### src/rtl/reg_file_if.sv
// Register file access bundle: ID read requests and write-back updates
// on one side, the register file responder on the other.
interface reg_file_if #(
    parameter int REG_LENGTH   = 32,
    parameter int REG_ADDR_LEN = 5
);
    logic                    regcWr;
    logic [REG_ADDR_LEN-1:0] regcAddr;
    logic [REG_LENGTH-1:0]   regcData;
    logic                    regaRd;
    logic [REG_ADDR_LEN-1:0] regaAddr;
    logic [REG_LENGTH-1:0]   regaData;
    logic                    regbRd;
    logic [REG_ADDR_LEN-1:0] regbAddr;
    logic [REG_LENGTH-1:0]   regbData;

    modport master (
        output regcWr, regcAddr, regcData,
        output regaRd, regaAddr,
        output regbRd, regbAddr,
        input  regaData, regbData
    );

    modport slave (
        input  regcWr, regcAddr, regcData,
        input  regaRd, regaAddr,
        input  regbRd, regbAddr,
        output regaData, regbData
    );
endinterface

### src/rtl/reg_file.sv
// MIPS general-purpose register file: two combinational read ports with
// same-cycle write bypass, one synchronous write port, $0 tied to zero.
module reg_file #(
    parameter int REG_LENGTH   = 32,
    parameter int REG_ADDR_LEN = 5,
    parameter int REG_NUM      = 32
) (
    input  logic       clk,
    input  logic       rst,
    reg_file_if.slave  rf_bus
);
    logic [REG_LENGTH-1:0] r_regs [REG_NUM];

    logic w_wr_en;
    logic w_hit_a;
    logic w_hit_b;

    assign w_wr_en = rf_bus.regcWr && (rf_bus.regcAddr != '0);
    assign w_hit_a = rf_bus.regcWr && (rf_bus.regcAddr == rf_bus.regaAddr);
    assign w_hit_b = rf_bus.regcWr && (rf_bus.regcAddr == rf_bus.regbAddr);

    always_ff @(posedge clk) begin
        if (rst) begin
            for (int i = 0; i < REG_NUM; i++) begin
                r_regs[i] <= '0;
            end
        end else if (w_wr_en) begin
            r_regs[rf_bus.regcAddr] <= rf_bus.regcData;
        end
    end

    // Write-first bypass lets ID see a value in the cycle it is written back.
    always_comb begin
        rf_bus.regaData = '0;
        if (rst || !rf_bus.regaRd || rf_bus.regaAddr == '0) begin
            rf_bus.regaData = '0;
        end else if (w_hit_a) begin
            rf_bus.regaData = rf_bus.regcData;
        end else begin
            rf_bus.regaData = r_regs[rf_bus.regaAddr];
        end
    end

    always_comb begin
        rf_bus.regbData = '0;
        if (rst || !rf_bus.regbRd || rf_bus.regbAddr == '0) begin
            rf_bus.regbData = '0;
        end else if (w_hit_b) begin
            rf_bus.regbData = rf_bus.regcData;
        end else begin
            rf_bus.regbData = r_regs[rf_bus.regbAddr];
        end
    end
endmodule
### src/flat_wrapper.sv
// flat-port wrapper written by rule: the top's interface ports become plain ports
module reg_file_flat 
#(
    parameter int REG_LENGTH   = 32,
    parameter int REG_ADDR_LEN = 5,
    parameter int REG_NUM      = 32
)
  (clk, rst, rf_bus_regcWr, rf_bus_regcAddr, rf_bus_regcData, rf_bus_regaRd, rf_bus_regaAddr, rf_bus_regbRd, rf_bus_regbAddr, rf_bus_regaData, rf_bus_regbData);
  reg_file_if #(.REG_LENGTH(REG_LENGTH), .REG_ADDR_LEN(REG_ADDR_LEN)) rf_bus_i ();
  input  logic clk;
  input  logic rst;
  input wire logic [$bits(rf_bus_i.regcWr)-1:0] rf_bus_regcWr;
  input wire logic [$bits(rf_bus_i.regcAddr)-1:0] rf_bus_regcAddr;
  input wire logic [$bits(rf_bus_i.regcData)-1:0] rf_bus_regcData;
  input wire logic [$bits(rf_bus_i.regaRd)-1:0] rf_bus_regaRd;
  input wire logic [$bits(rf_bus_i.regaAddr)-1:0] rf_bus_regaAddr;
  input wire logic [$bits(rf_bus_i.regbRd)-1:0] rf_bus_regbRd;
  input wire logic [$bits(rf_bus_i.regbAddr)-1:0] rf_bus_regbAddr;
  output wire logic [$bits(rf_bus_i.regaData)-1:0] rf_bus_regaData;
  output wire logic [$bits(rf_bus_i.regbData)-1:0] rf_bus_regbData;
  assign rf_bus_i.regcWr = rf_bus_regcWr;
  assign rf_bus_i.regcAddr = rf_bus_regcAddr;
  assign rf_bus_i.regcData = rf_bus_regcData;
  assign rf_bus_i.regaRd = rf_bus_regaRd;
  assign rf_bus_i.regaAddr = rf_bus_regaAddr;
  assign rf_bus_i.regbRd = rf_bus_regbRd;
  assign rf_bus_i.regbAddr = rf_bus_regbAddr;
  assign rf_bus_regaData = rf_bus_i.regaData;
  assign rf_bus_regbData = rf_bus_i.regbData;
  reg_file #(.REG_LENGTH(REG_LENGTH), .REG_ADDR_LEN(REG_ADDR_LEN), .REG_NUM(REG_NUM)) u_core (.clk(clk), .rst(rst), .rf_bus(rf_bus_i));
endmodule
### config.mk
export PLATFORM = sky130hd
export DESIGN_NAME = reg_file_flat
export DESIGN_NICKNAME = d
export VERILOG_FILES = /design/src/rtl/reg_file_if.sv /design/src/rtl/reg_file.sv /design/src/flat_wrapper.sv
export SDC_FILE = /design/constraint.sdc
export NUM_CORES = 2
export LEC_CHECK = 0
export CAP_MARGIN = 10
export CORE_MARGIN = 1
export CORE_UTILIZATION = 29
export CTS_BUF_LIST = sky130_fd_sc_hd__clkbuf_16
export DETAILED_ROUTE_END_ITERATION = 10
export PLACE_DENSITY_LB_ADDON = 0.15
export SLEW_MARGIN = 25
export SYNTH_ARGS = -nofsm -noshare
export SYNTH_HDL_FRONTEND = slang
export SYNTH_SLANG_ARGS = --single-unit
### constraint.sdc
create_clock -name clk -period 3.9 [get_ports clk]
set_input_delay 0.39 -clock clk [delete_from_list [all_inputs] [get_ports clk]]
set_output_delay 0.39 -clock clk [all_outputs]
set_load 0.01 [all_outputs]
==> flow_summary.ini <==
[run_status]
status = finished with violations
violations = setup timing

[logic_synthesis]
ys_async_sr_fraction_pct = 0
synthFlopType = edfxtp_1
yosysUniqueCellTypes = 46
ys_seq_elements = 1024
synth_cells = 3742
yosysSeqAreaShare_pct = 55.7
yosysTopAreaCellShare_pct = 55.7
synth_enable_flop_cells = 1024
synth.largest_area_cell = edfxtp_1
ys_top_cells_by_area = edfxtp_1 (56%), mux4_2 (18%), and2_1 (12%)
yosys_warnings = 0
synth_area_sq_mm = 0.0552
avgSynthCellArea_sq_um = 14.8

[floorplanning]
initial_core_util_pct = 29.3
rows = 159
fp.dieW_um = 438
ios = 116
core-area_sq_mm = 0.188
dieArea_sq_mm = 0.192
die_h_um = 438

[layout]
largestRegisters = u_core.r_regs x1024
utilization_pct = 34.8
fillers = 17819
multi_input_area_sq_mm = 0.0234
syn_to_final_growth_pct = 18.8
final_cell_mix = and2_1 (1024), edfxtp_1 (1024), mux4_2 (440)
largest_register_ffs = 1024
final_nets = 3974
regArea_sq_mm = 0.0307
drive_above_1_share_pct = 25.5
regMostFlops = u_core.r_regs

[timing]
holdWs_ps = 179
fin_ws_ps = -49.7
final.setup.tns_ps = -49.7
timing_hold_violations_final = 0
rsz0062_at_grt = no
timing.final.crit_share_pct = 101
fmaxAchievable_ghz = 0.253
slew_headroom_pct = 32.4
setup_viol = 1
min_period_ps = 3950
drv_slew = 0
worst_pin_slew_ps = 1010

[global_routing]
gr-usage-met2_pct = 36.1
grt_antenna_before_repair = 12
grt_max_degree = 74
grt_usage_pct = 22.2
grt_pass1_vias = 35036
use_met3_pct = 2.73
grt_overflow_total = 0
use_met1_pct = 30.8
grt.busiest_layer = met2
grt_pass1_wl_um = 298000

[clock_network]
post_cts_buffers = 0
clock-sinks = 1024
ctsResizeCount = 1
clkTransAtPathRegs_ps = 60
cts_buffer_depth = 3
cts_tree = done
root_buffer = clkbuf_16
htreeDepth = 3
cts_hold_buf = 0
numCtsBuffers = 113

[placed_design]
gp_congestion = 0.924
dp_slack_ps = 49.3
io_buffers = 115
place_hpwl_um = 141000

[worst_setup_path]
path_class = in -> out
required_ps = 3510
crit_start = rf_bus_regbAddr[2]
endpoint_kind = output pin
crit_path_start_kind = primary input
arrival_ps = 3560
cp_max_fo = 14

[drt]
drt_pre_antenna_iters = 6
routed_wl_um = 215000
vias = 34736
drc = 0
viasPerCell = 5.33
first_iter_violations = 3390
final_antenna_net_count = 0
avgRoutedWirePerCell_um = 32.9

[pwr]
p_leak_nw = 22.6
power_w = 0.0278
ir_drop_mv = 0.329
p_per_area_mw_per_mm2 = 424

[worst_hold_path]
worst_hold_startpoint = rst
hold_class = in -> reg

[flow_run]
maxCapViolations = 0
-- synth_stat cells, drive strengths merged, types with 6 or more instances --
cell type,instances
buf,131
clkbuf,281
a22oi,50
a211oi,87
a221o,30
mux2i,235
nor3,6
a32o,22
xnor2,6
mux4,440
o221ai,32
nand3b,6
o21ai,45
nand2,30
and2,1025
a21oi,88
a22o,12
edfxtp,1024
o22ai,42
nor2b,64
nor2,44
-- per-stage QoR --
stage                     instance area [sq um]  instances
after floorplan                           55300       3773
after global placement                    61800       6302
after detailed placement                  61800       6302
after CTS                                 65600       6516
after global routing                      65600       6517
final                                     65600       6523
-- routing by layer --
layer	wire length (um)	up-vias
li1	-	14761
met4	6830	2
met2	102000	1112
met1	94100	18632
met5	12	-
met3	11400	229
-- path summary, 6_finish.rpt --
| check | to | slack (ps) | depth (start not counted) |
|---|---|---|---|
| max | rf_bus_regbData[28] | -50 | 8 |
| min | u_core.r_regs[0][22] | 180 | 2 |
-- final cells by class --
cell class                 count  share of cell area (%)
clock inverter                99                    1.31
sequential                  1024                    46.9
multi-input combinational   2334                    35.6
clock buffer                 115                    4.39
inverter                       3                  0.0172
timing repair buffer         446                    6.99
antenna                        7                  0.0267
tap                         2495                    4.76
-- report_power, final --
group,total (W),internal [W],leakage [nW],switching (W)
Sequential,0.0130,0.0127,9.75,0.000308
Combinational,0.00379,0.00157,10.9,0.00223
Clock,0.0110,0.00627,1.91,0.00475
Total,0.0278,0.0205,22.6,0.00729
-- critical path, stage by stage --
cell and delay (ps):
buf_4 160, or3_2 780, buf_4 310, o221ai_1 220
a21oi_1 160, a22oi_1 710, a22o_1 270, clkdlybuf4s50_1 550
-- cells by family after synthesis --
group,share of synthesized area (%)
AND/OR/NAND/NOR,13.2
AO/OA/AOI/OAI,5.43
multiplexers,22.2
XOR/XNOR,0.159
other,0.00679
flip-flops,55.7
buffers and inverters,3.33
Power figures use the tool's default switching activity.
